==> config.mk <==
export PLATFORM = sky130hd
export DESIGN_NAME = compare_serial
export DESIGN_NICKNAME = d
export VERILOG_FILES = /design/src/rtl/compare_pkg.sv /design/src/rtl/compare_digit.sv /design/src/rtl/compare_serial.sv
export SDC_FILE = /design/constraint.sdc
export NUM_CORES = 1
export LEC_CHECK = 0
export BUFFER_PORTS_ARGS = -buffer_cell sky130_fd_sc_hd__buf_4
export CAP_MARGIN = 20
export CORE_MARGIN = 10
export CORE_UTILIZATION = 48
export DETAILED_ROUTE_END_ITERATION = 10
export PLACE_DENSITY = 0.74
export SLEW_MARGIN = 20
export SYNTH_ARGS = -nofsm -noshare
export SYNTH_HDL_FRONTEND = slang
export SYNTH_SLANG_ARGS = --single-unit
==> constraint.sdc <==
create_clock -name clk -period 1.3 [get_ports clk]
set_input_delay 0 -clock clk [delete_from_list [all_inputs] [get_ports clk]]
set_output_delay 0 -clock clk [all_outputs]
set_load 0.05 [all_outputs]
==> src/rtl/compare_pkg.sv <==
// rtl/compare_pkg.sv - shared FSM state and result encodings for compare_serial

package compare_pkg;

  typedef enum logic {
    S_IDLE = 1'b0,
    S_RUN  = 1'b1
  } state_e;

  // One-hot {lt, eq, gt} result codes; CMP_NONE is the state before the first done
  localparam logic [2:0] CMP_NONE = 3'b000;
  localparam logic [2:0] CMP_LT   = 3'b100;
  localparam logic [2:0] CMP_EQ   = 3'b010;
  localparam logic [2:0] CMP_GT   = 3'b001;

endpackage

==> src/rtl/compare_digit.sv <==
// rtl/compare_digit.sv - combinational magnitude compare of one DIGIT-bit slice

module compare_digit #(
  parameter int DIGIT = 2
) (
  input  logic [DIGIT-1:0] a,
  input  logic [DIGIT-1:0] b,
  output logic             lt,
  output logic             eq,
  output logic             gt
);

  // Unsigned ordering of the two digit slices
  always_comb begin
    lt = (a < b);
    eq = (a == b);
    gt = (a > b);
  end

endmodule

==> src/rtl/compare_serial.sv <==
// rtl/compare_serial.sv - MSB-first serial magnitude comparator, optional signed mode via COMPARE_SIGNED_EN

import compare_pkg::*;

module compare_serial #(
  parameter int WIDTH = 16,
  parameter int DIGIT = 2
) (
  input  logic             clk,
  input  logic             rst,
  input  logic             start,
  input  logic [WIDTH-1:0] a,
  input  logic [WIDTH-1:0] b,
`ifdef COMPARE_SIGNED_EN
  input  logic             is_signed,
`endif
  output logic             busy,
  output logic             done,
  output logic             lt,
  output logic             eq,
  output logic             gt
);

  localparam int NDIG = WIDTH / DIGIT;
  localparam int CW   = $clog2(NDIG) + 1;

`ifdef COMPARE_SIGNED_EN
  // Flipping the sign bit maps two's-complement order onto unsigned order
  localparam logic [WIDTH-1:0] MSB_MASK = WIDTH'(1) << (WIDTH - 1);
`endif

  state_e           state_q, state_d;
  logic [WIDTH-1:0] sa_q, sa_d;
  logic [WIDTH-1:0] sb_q, sb_d;
  logic [CW-1:0]    cnt_q, cnt_d;
  logic [2:0]       res_q, res_d;
  logic             done_q, done_d;

  logic dig_lt, dig_eq, dig_gt;
  logic last_dig;

  compare_digit #(.DIGIT(DIGIT)) u_digit (
    .a  (sa_q[WIDTH-1 -: DIGIT]),
    .b  (sb_q[WIDTH-1 -: DIGIT]),
    .lt (dig_lt),
    .eq (dig_eq),
    .gt (dig_gt)
  );

  assign last_dig = (cnt_q == CW'(NDIG - 1));

  // Next-state: load operands on start, then walk digits until a difference or the last one
  always_comb begin
    state_d = state_q;
    sa_d    = sa_q;
    sb_d    = sb_q;
    cnt_d   = cnt_q;
    res_d   = res_q;
    done_d  = 1'b0;
    case (state_q)
      S_IDLE: begin
        if (start) begin
          sa_d = a;
          sb_d = b;
`ifdef COMPARE_SIGNED_EN
          if (is_signed) begin
            sa_d = a ^ MSB_MASK;
            sb_d = b ^ MSB_MASK;
          end
`endif
          cnt_d   = '0;
          state_d = S_RUN;
        end
      end
      S_RUN: begin
        sa_d  = sa_q << DIGIT;
        sb_d  = sb_q << DIGIT;
        cnt_d = cnt_q + CW'(1);
        if (!dig_eq || last_dig) begin
          if (dig_lt)      res_d = CMP_LT;
          else if (dig_gt) res_d = CMP_GT;
          else             res_d = CMP_EQ;
          done_d  = 1'b1;
          state_d = S_IDLE;
        end
      end
      default: state_d = S_IDLE;
    endcase
  end

  // State and result registers; reset aborts any comparison without a done
  always_ff @(posedge clk) begin
    if (rst) begin
      state_q <= S_IDLE;
      sa_q    <= '0;
      sb_q    <= '0;
      cnt_q   <= '0;
      res_q   <= CMP_NONE;
      done_q  <= 1'b0;
    end else begin
      state_q <= state_d;
      sa_q    <= sa_d;
      sb_q    <= sb_d;
      cnt_q   <= cnt_d;
      res_q   <= res_d;
      done_q  <= done_d;
    end
  end

  assign busy         = (state_q == S_RUN);
  assign done         = done_q;
  assign {lt, eq, gt} = res_q;

endmodule

==> flow_summary.ini <==
[pwr]
power_density_nw_per_um2 = 1230
fin_total_pwr_w = 0.00301
p_leak_nw = 1.09
irDropWorstVdd_mv = 0.918

[setup_path]
crit_fanout = 4
slowest_stage = dfxtp_2
cp.arrival_ps = 1450
max_stage_delay_ps = 340
r2r_slack_ps = 50
rr_startpoint = sb_q[15]
rr_endpoint = res_q[2]
crit_type = reg2reg
cp.required_ps = 1490
rr_worst_depth = 5
critPathLaunchType = register
path_cells = inv_2 -> ha_4 -> a21bo_4 -> and2_4 -> o41ai_2
crit_path_end_kind = register

[worst_hold_path]
hold_class = in2reg
hold_end = sb_q[1]
min_path_cells = 3
hold_path_startpoint = b[1]

[placed_design]
port_buffers = 39
place_inst = 263
globalplace.congestion = 0.700
post-place-ws_ps = -67.8
hpwl_mm = 3.00

[timing]
finalHoldViolations = 0
clock_skew_ps = 8.89
timing.final.ws_setup_ps = 47.9
timing.final.crit_share_pct = 96.3
worstMarginPinSlew_ps = 453
fmaxAchievable_ghz = 0.799
drv_slew = 0
slew_headroom_pct = 69.8
fin_crit_ps = 1250
setup_viol = 0

[logic_synthesis]
yosysTopAreaCellShare_pct = 42.7
synth_top_area_cell = dfxtp_1
ys_ff_latch = 41
synth_cell_types = 25
synth_warnings = 0
syn_area_per_cell_um2 = 10.5
syn_nets = 222
synthCells = 184
yosysSeqAreaShare_pct = 42.7
synth_area_leaders = dfxtp_1 (43%), mux2i_1 (17%), mux2_2 (16%), nor2_1 (6.2%), ha_1 (2.0%)
syn_area_um2 = 1920

[clock_network]
clockRootBuffer = clkbuf_8
insertion_delay_ps = 290
cts_tree = built
clkSlewWorstSetupHoldPaths_ps = 70
cts_sinks = 41
htree_levels = 2
cts_buffers = 5
clock_path_buffers = 2

[finish]
final_common_cell = buf_4
final_cells = 273
layout-drive-gt1-share_pct = 44.0
syn2layout_area_growth_pct = 27.2
layout_common_cells = buf_4 (45), dfxtp_1 (34), mux2i_1 (33)
n_antenna_cell = 0
final_nets = 262

[grt]
grt_pass1_wl_mm = 6.75
grt_pass1_vias = 1509
grt.total_usage_pct = 11.4
antenna_found_initial = 0
grt_max_degree = 43
overflow = 0

[route]
route.detailed.drc = 0
drtIter0Drc = 75
wire_per_inst_um = 15.4
drt_wl_total_mm = 4.19
viasPerCell = 5.25
ant_nets = 0
via_count = 1433
dr.pass1.iters = 4

[floorplan]
rows = 22
die-width_um = 83.3
core_area_um2 = 3770
die_y_um = 83.3
start_util_pct = 51.0
io_pins = 40
die_area_um2 = 6940

[outcome]
status = finished, final reports clean

[run]
cap_violations = 0
## stage by stage
| stage | util, % | area, um2 | hold WS, ps | TNS, ps |
|---|---|---|---|---|
| global placement | 59.8 | 2260 | 287 | 0 |
| detailed placement | 59.8 | 2260 | 306 | -86.5 |
| floorplan | - | 1930 | 195 | 0 |
| finish | 64.9 | 2450 | 0.677 | 0 |
| CTS | 64.3 | 2430 | 0.854 | 0 |
| global route | 64.9 | 2450 | 3.78 | -2.40 |
## logic make-up (layout without fill, tap and decap cells)
kind of cell             after synthesis  count (layout)  share of synthesized area (%)
AND/OR/NAND/NOR                       48              48                           12.3
multiplexers                          61              61                           33.6
AO/OA/AOI/OAI                         12              12                           4.81
buffers and inverters                 19              60                           4.75
adder cells (fa/ha/maj)                3               3                           1.95
flip-flops                            41              41                           42.7
## metal layers
metal / vias to the layer above / track usage [%] / share of wire, %
met2: 23 / 21.1 / 55
met1: 687 / 11.5 / 40
li1: 718 / - / -
met5: - / 0 / 0
met4: 0 / 4.15 / 1.1
met3: 5 / 3.71 / 4.2
## power by group
group / internal (W) / leakage (nW) / switching [W]
Combinational: 0.000305 / 0.693 / 0.000249
Clock: 0.000626 / 0.0585 / 0.000416
Sequential: 0.00135 / 0.339 / 0.0000657
Total: 0.00228 / 1.09 / 0.000731
## worst max path at each step
stage | from | end | slack, ps
after detailed placement | sb_q[15] | res_q[2] | -70
after CTS | sb_q[15] | res_q[2] | 5
after floorplan | cnt_q[0] | res_q[1] | 4
final | sb_q[15] | res_q[2] | 50
after global placement | sa_q[14] | busy | 30
after global routing | cnt_q[0] | res_q[2] | -2
## worst max-delay path, delay by kind of cell, from the launching register on
kind                       cells  cell delay [ps]
and+or+nand+nor                1              150
DFF                            1              340
adders and majority gates      1              220
AOI/OAI and AO/OA              2              420
buffers and inverters          1               40
## registers in the layout, summed over array words and instances (netlist names)
register / count
sa_q: 16
done: 1
sb_q: 16
res_q: 3
busy: 1
cnt_q: 4
## synthesized netlist by cell type (all sizes together)
cell type	instances
o21ai	2
mux2	28
a41oi	1
nor3	5
ha	3
dfxtp	41
nand3	3
nor2b	2
a21oi	5
o41ai	1
a2111o	1
mux2i	33
inv	5
nor2	32
clkbuf	6
nor3b	2
buf	8
nand4b	2
nand3b	1
a21bo	1
and2	1
o21bai	1
## final cells by class
class                   instances  area, um2
clock buffers                   7       86.3
clock inverters                 1       30.0
fillers                       296       1320
inverters                       5       18.8
multi-input cells             124       1060
flip-flops and latches         41        832
well taps                      48       60.1
repair buffers                 47        359
## what timing repair did
action,CTS,global route
hold endpoints to repair,1,0
gates resized for setup,4,10
endpoints found under the setup margin,3,5
hold buffers,1,0
buffers inserted,1,0
pin swaps,1,1
Power figures use the tool's default switching activity.
